`src/rtl/uart_pkg.sv`:
```
// uart_pkg: definitions shared by uart_rx and uart_tx.
// Holds the state encoding, the bit-timing derivation and the counter width.
package uart_pkg;

  // Width of the per-bit cycle counter; BIT_TIME-1 must fit in it.
  localparam int CNT_W = 13;

  // Receiver state encoding; encodings 6 and 7 are unused and recover to IDLE.
  typedef enum logic [2:0] {
    ST_IDLE      = 3'd0,
    ST_START     = 3'd1,
    ST_DATA      = 3'd2,
    ST_PARITY    = 3'd3,
    ST_STOP      = 3'd4,
    ST_WAIT_HIGH = 3'd5
  } uart_rx_state_e;

  // Clock cycles per bit on the line; the result must be at least 4.
  function automatic int calc_bit_time(input int clk_freq, input int baud_rate);
    return clk_freq / baud_rate;
  endfunction

  // Clock cycles from the start edge to the middle of the start bit.
  function automatic int calc_half_bit(input int bit_time);
    return bit_time / 2;
  endfunction

endpackage

```
`src/rtl/uart_sync2.sv`:
```
// uart_sync2: two-flop synchroniser for a single asynchronous input.
// The reset value is a parameter so that idle-high lines do not glitch low
// while reset is released.
module uart_sync2 #(
  parameter logic RESET_VAL = 1'b1
) (
  input  logic clk,
  input  logic reset,
  input  logic i_d,
  output logic o_q
);

  logic r_meta;
  logic r_sync;

  // Capture the asynchronous input, then let the first stage settle for one cycle.
  always_ff @(posedge clk or posedge reset) begin
    if (reset) begin
      r_meta <= RESET_VAL;
      r_sync <= RESET_VAL;
    end else begin
      r_meta <= i_d;
      r_sync <= r_meta;
    end
  end

  assign o_q = r_sync;

endmodule

```
`src/rtl/uart_rx.sv`:
```
// uart_rx: 8N1 asynchronous serial receiver, LSB first, idle-high line.
// Each bit is sampled at its midpoint. Good bytes come out as a one-cycle
// rx_valid strobe, and rx_data holds that byte until the next good frame.
// Optional feature: define UART_RX_PARITY_EN to receive 8E1 frames and report
// even-parity mismatches on parity_err. Without it, parity_err is tied low.
module uart_rx
  import uart_pkg::*;
#(
  parameter int CLK_FREQ  = 50_000_000,
  parameter int BAUD_RATE = 115200
) (
  input  logic       clk,
  input  logic       reset,
  input  logic       rx,
  output logic [7:0] rx_data,
  output logic       rx_valid,
  output logic       rx_busy,
  output logic       frame_err,
  output logic       parity_err
);

  localparam int BIT_TIME = calc_bit_time(CLK_FREQ, BAUD_RATE);
  localparam int HALF_BIT = calc_half_bit(BIT_TIME);

  localparam logic [CNT_W-1:0] BIT_LAST  = CNT_W'(BIT_TIME - 1);
  localparam logic [CNT_W-1:0] HALF_LAST = CNT_W'(HALF_BIT - 1);
  localparam logic [CNT_W-1:0] CNT_ZERO  = CNT_W'(0);
  localparam logic [CNT_W-1:0] CNT_ONE   = CNT_W'(1);

  logic             w_rx_s;
  uart_rx_state_e   r_state;
  logic [CNT_W-1:0] r_cnt;
  logic [2:0]       r_bit_idx;
  logic [7:0]       r_shift;
  logic [7:0]       r_rx_data;
  logic             r_rx_valid;
  logic             r_rx_busy;
  logic             r_frame_err;
`ifdef UART_RX_PARITY_EN
  logic             r_par;
  logic             r_par_bad;
  logic             r_parity_err;
`endif

  uart_sync2 #(
    .RESET_VAL (1'b1)
  ) u_sync (
    .clk   (clk),
    .reset (reset),
    .i_d   (rx),
    .o_q   (w_rx_s)
  );

  // Frame FSM: it times the bit midpoints, shifts in the data and drives all registered outputs.
  always_ff @(posedge clk or posedge reset) begin
    if (reset) begin
      r_state      <= ST_IDLE;
      r_cnt        <= CNT_ZERO;
      r_bit_idx    <= 3'd0;
      r_shift      <= 8'h00;
      r_rx_data    <= 8'h00;
      r_rx_valid   <= 1'b0;
      r_rx_busy    <= 1'b0;
      r_frame_err  <= 1'b0;
`ifdef UART_RX_PARITY_EN
      r_par        <= 1'b0;
      r_par_bad    <= 1'b0;
      r_parity_err <= 1'b0;
`endif
    end else begin
      // The strobes default low so that each one lasts a single cycle.
      r_rx_valid   <= 1'b0;
      r_frame_err  <= 1'b0;
`ifdef UART_RX_PARITY_EN
      r_parity_err <= 1'b0;
`endif
      case (r_state)
        ST_IDLE: begin
          r_cnt <= CNT_ZERO;
          if (!w_rx_s) begin
            r_state   <= ST_START;
            r_rx_busy <= 1'b1;
          end else begin
            r_state   <= ST_IDLE;
            r_rx_busy <= 1'b0;
          end
        end

        ST_START: begin
          if (r_cnt == HALF_LAST) begin
            r_cnt     <= CNT_ZERO;
            r_bit_idx <= 3'd0;
`ifdef UART_RX_PARITY_EN
            r_par     <= 1'b0;
            r_par_bad <= 1'b0;
`endif
            if (w_rx_s) begin
              // The line is high again at mid-start: treat it as a glitch.
              r_state   <= ST_IDLE;
              r_rx_busy <= 1'b0;
            end else begin
              r_state   <= ST_DATA;
            end
          end else begin
            r_cnt <= r_cnt + CNT_ONE;
          end
        end

        ST_DATA: begin
          if (r_cnt == BIT_LAST) begin
            r_cnt   <= CNT_ZERO;
            r_shift <= {w_rx_s, r_shift[7:1]};
`ifdef UART_RX_PARITY_EN
            r_par   <= r_par ^ w_rx_s;
`endif
            if (r_bit_idx == 3'd7) begin
`ifdef UART_RX_PARITY_EN
              r_state <= ST_PARITY;
`else
              r_state <= ST_STOP;
`endif
            end else begin
              r_bit_idx <= r_bit_idx + 3'd1;
            end
          end else begin
            r_cnt <= r_cnt + CNT_ONE;
          end
        end

`ifdef UART_RX_PARITY_EN
        ST_PARITY: begin
          if (r_cnt == BIT_LAST) begin
            r_cnt     <= CNT_ZERO;
            r_par_bad <= r_par ^ w_rx_s;
            r_state   <= ST_STOP;
          end else begin
            r_cnt <= r_cnt + CNT_ONE;
          end
        end
`endif

        ST_STOP: begin
          if (r_cnt == BIT_LAST) begin
            r_cnt <= CNT_ZERO;
            if (w_rx_s) begin
              r_rx_data    <= r_shift;
              r_rx_valid   <= 1'b1;
              r_rx_busy    <= 1'b0;
              r_state      <= ST_IDLE;
`ifdef UART_RX_PARITY_EN
              r_parity_err <= r_par_bad;
`endif
            end else begin
              // A low stop bit may be a break, so wait for the line to go high before re-arming.
              r_frame_err <= 1'b1;
              r_state     <= ST_WAIT_HIGH;
            end
          end else begin
            r_cnt <= r_cnt + CNT_ONE;
          end
        end

        ST_WAIT_HIGH: begin
          r_cnt <= CNT_ZERO;
          if (w_rx_s) begin
            r_state   <= ST_IDLE;
            r_rx_busy <= 1'b0;
          end else begin
            r_state   <= ST_WAIT_HIGH;
          end
        end

        default: begin
          r_state   <= ST_IDLE;
          r_cnt     <= CNT_ZERO;
          r_bit_idx <= 3'd0;
          r_rx_busy <= 1'b0;
        end
      endcase
    end
  end

  assign rx_data   = r_rx_data;
  assign rx_valid  = r_rx_valid;
  assign rx_busy   = r_rx_busy;
  assign frame_err = r_frame_err;
`ifdef UART_RX_PARITY_EN
  assign parity_err = r_parity_err;
`else
  assign parity_err = 1'b0;
`endif

endmodule

```
`config.mk`:
```
export PLATFORM = sky130hd
export DESIGN_NAME = uart_rx
export DESIGN_NICKNAME = d
export VERILOG_FILES = /design/src/rtl/uart_pkg.sv /design/src/rtl/uart_sync2.sv /design/src/rtl/uart_rx.sv
export SDC_FILE = /design/constraint.sdc
export NUM_CORES = 1
export LEC_CHECK = 0
export BUFFER_PORTS_ARGS = -buffer_cell sky130_fd_sc_hd__buf_4
export CAP_MARGIN = 5
export CORE_ASPECT_RATIO = 1.4
export CORE_MARGIN = 2
export CORE_UTILIZATION = 55
export CTS_CLUSTER_SIZE = 14
export DETAILED_ROUTE_END_ITERATION = 8
export GPL_TIMING_DRIVEN = 0
export PLACE_DENSITY = 0.74
export RECOVER_POWER = 50
export SETUP_SLACK_MARGIN = 0.2
export SYNTH_ARGS = -nofsm -noshare
export SYNTH_HDL_FRONTEND = slang
export SYNTH_SLANG_ARGS = --single-unit
```
`constraint.sdc`:
```
create_clock -name clk -period 2.4 [get_ports clk]
set_input_delay 0.36 -clock clk [delete_from_list [all_inputs] [get_ports clk]]
set_output_delay 0.36 -clock clk [all_outputs]
set_load 0.02 [all_outputs]
```
==> results by group <==
Run status
  – Outcome: complete, but fails checks
  – Failing checks: capacitance limit

Timing
  – Max-slew headroom: 1.49%
  – RSZ-0062 raised after global routing: true
  – Max Clk Rate: 454 MHz
  – Total negative setup slack: 0 ps
  – Tmin final: 2200 ps
  – Worst Clk Skew: 10.2 ps
  – Final Max Tran Viols: 0
  – Tightest Pin Transition: 1480 ps
  – Final Hold Viols: 0
  – Final period utilization: around 92%
  – Final setup vio count: 0

Clocking
  – TritonCTS Buffers: 5
  – Reg clk slew, reported paths: approximately 80 ps
  – CTS tree: done
  – # H-tree levels: 2
  – Clock Sinks: 40
  – Root Driver: clkbuf_8
  – CTS max path bufs: 2
  – Latest clock arrival within the worst-skew pair: approximately 300 ps
  – Hold_buf cts: 0

Run
  – Max-Cap Viols: 1

Pwr
  – Gate power share: 1.7%
  – Reg power frac: slightly below 60%
  – PwrDens: roughly 520 nW/µm²
  – P_sw: roughly 260 µW
  – Clock share of power: 40.2%
  – P_int: 910 µW
  – Leak: between 0.001 and 0.0015 µW
  – Switching share of power: around 22%
  – Peak supply drop: ~420 µV

Route
  – DR vias/cell: roughly 5.8
  – Routed WL: approximately 4000 µm
  – Wire length on met3: 136 µm
  – Initial DRC count: 31
  – Top Layer Used: met4
  – Routed len/inst: between 15 and 20 µm
  – DRC: 0
  – Post-Route M1 WL: 1570 µm
  – Via count: about 1300
  – Met2 WL: between 2000 and 2500 µm
  – ANT nets after route: 0
  – Drt first pass iters: 4

Global routing
  – First-pass GRT wire length: 6090 µm
  – GRT overflow: 0
  – Initial antenna violation count: 0
  – Total GRT Usage: around 22%
  – Vias in the first global route: around 1300
  – Largest net degree at the start of global routing: 41

Critical path
  – Critical Path End Type: flop
  – CP max-delay cell: or4_4
  – R2R Setup Slk: between 150 and 200 ps
  – Required time of the critical path: between 2000 and 3000 ps
  – WP data arrival: ~2400 ps
  – Reg2Reg Depth: 7
  – Crit start category: flop
  – WS Path Type: reg -> reg
  – Worst Path Max Fanout: 5
  – Largest stage delay on the critical path: 560 ps
  – Crit-path cells: inv_2 -> ha_1 -> or3b_4 -> or4_4 -> a2bb2oi_4 -> buf_4 -> a22oi_1

Logic synthesis
  – Multiplexer area fraction after synthesis: under 10%
  – Yosys warns: 0
  – Post-synth EDFFs: 0
  – Cells after Synth: around 160
  – Leading area contributor after synthesis: dfrtp_1
  – Netlist Area Pre-Place: ~1900 µm²
  – Synth top area share: ~51%
  – Sequential cell area fraction in the yosys report: between 50% and 60%
  – Top_reg_cell synth: dfrtp_1
  – Simple-gate share of the synthesized area: 15.9%
  – Synth Area in Adders: about 3.4%
  – Avg Inst Size Synth: 11.9 µm²
  – Async S/R FF share, synth: 100%
  – Synthesized Nets: between 150 and 200
  – Compound-gate portion of the synthesized area: about a tenth
  – Largest family of logic cells by synthesized area: simple AND/OR/NAND/NOR gates
  – Largest cells by area after synthesis: dfrtp_1, mux2_2, ha_1, a21oi_1, dfstp_2
  – Xor-xnor portion of the synthesized cell area: ~4.7%
  – Yosys cell types: 39
  – Flops & latches, synth: 40

Placement
  – GPL Wtd Cong: 0.860
  – Port Buf Inserts: 13
  – Final HPWL DP: approximately 2500 µm
  – Placed instance count: about 210

Worst hold path
  – Hold Path Class: in -> reg
  – Hold path cells: 1

Floorplan
  – Core Region: approximately 3300 µm²
  – Rows: 25
  – Initial Util: roughly 56%
  – Chip width: around 53 µm
  – I/O pin cnt: 15
  – Die H: approximately 73 µm
  – Die area: 3880 µm²

Finish
  – Post-route insts no fill: 226
  – Final antenna diode count: 0
  – Area delta synth->final: 19.6%
  – Share of layout cells above drive strength 1: about a third
  – Layout net count: a little under 200
## metrics by stage
stage	hold WS (ps)	power [µW]	worst slack [ps]	instance area (µm²)	util [%]
3_5_place_dp	347	713	9.88	2010	60.6
2_1_floorplan	345	706	314	1860	-
3_3_place_gp	349	712	107	2010	60.6
6_report	175	1170	198	2230	67.2
4_1_cts	168	1170	192	2170	65.6
5_1_grt	167	1210	135	2230	67.2
## sequential cells by signal, indices dropped and copies added (netlist names)
name,cells
r_shift,8
u_sync.o_q,1
rx_busy,1
u_sync.r_meta,1
r_state,3
r_bit_idx,3
rx_data,8
r_cnt,13
rx_valid,1
frame_err,1
## critical path, delay by kind of cell (launching register included)
kind	cells	cell delay [ps]
and+or+nand+nor	2	950
DFF	1	450
AOI/OAI and AO/OA	2	310
buffers and inverters	2	220
adders and majority gates	1	150
## cells in the final DEF, fill, tap and decap left out, drive strengths merged, types with 5 or more instances in the layout
cell    synthesis  layout
mux2           16      16
ha              5       5
dfrtp          38      38
buf             4      19
nand4           5       5
clkbuf          0      12
a21oi          12      12
xnor2           6       6
nand2          10      10
inv             8       8
## final cells by class
| cell class | instances | area (µm²) |
|---|---|---|
| fill | 258 | 1090 |
| sequential | 40 | 1010 |
| multi-input combinational | 105 | 861 |
| timing repair buffer | 21 | 158 |
| clock buffer | 6 | 82.6 |
| tap | 40 | 50.0 |
| buffer | 4 | 31.3 |
| inverter | 8 | 30.0 |
| clock inverter | 2 | 10.0 |
## logic make-up after synthesis
logic type                 Yosys count
other                                1
AOI/OAI and AO/OA                   27
xor gates and xnor gates            10
adders and majority gates            5
buffers and inverters               12
muxes                               16
and+or+nand+nor                     45
DFF                                 40
## per-layer routing
metal / GRT usage [%] / vias to the layer above
met5: 0 / -
met4: 10.8 / 0
met3: 7.17 / 13
met2: 36.8 / 32
met1: 26.2 / 654
li1: - / 616
## what timing repair did
item,in CTS,in global routing
setup buffers,5,2
setup endpoints to repair,30,34
pin swaps,2,3
gates cloned,1,1
resized for setup,4,15
## power groups by stage
stage	Combinational, µW	Clock (µW)	Sequential (µW)
global placement	20.2	0	692
CTS	21.1	474	679
detailed placement	20.9	0	692
floorplan	14.6	0	691
global route	23.8	508	680
finish	19.9	471	679
## cells in the mapped netlist, types with 2 or more instances
cell type,n
dfrtp_1,38
mux2_2,16
a21oi_1,12
nand2_1,9
inv_1,8
xnor2_1,6
ha_1,5
nand4_1,5
nand3_1,4
nor2_1,4
o211ai_1,4
or3_1,4
xor2_1,4
nand2b_1,3
nor3_1,3
o21ai_0,3
a31oi_1,2
buf_2,2
buf_4,2
dfstp_2,2
nand3b_1,2
## worst paths after layout
kind / from / end
setup reg to reg: r_cnt[0] / r_cnt[12]
setup / recovery: r_cnt[0] / r_cnt[12]
hold reg to reg: u_sync.r_meta / u_sync.o_q
max in group asynchronous: reset / r_cnt[9]
hold / removal: rx / u_sync.r_meta
min in group asynchronous: reset / r_cnt[12]
No activity file was read; power rests on OpenSTA's default activity.
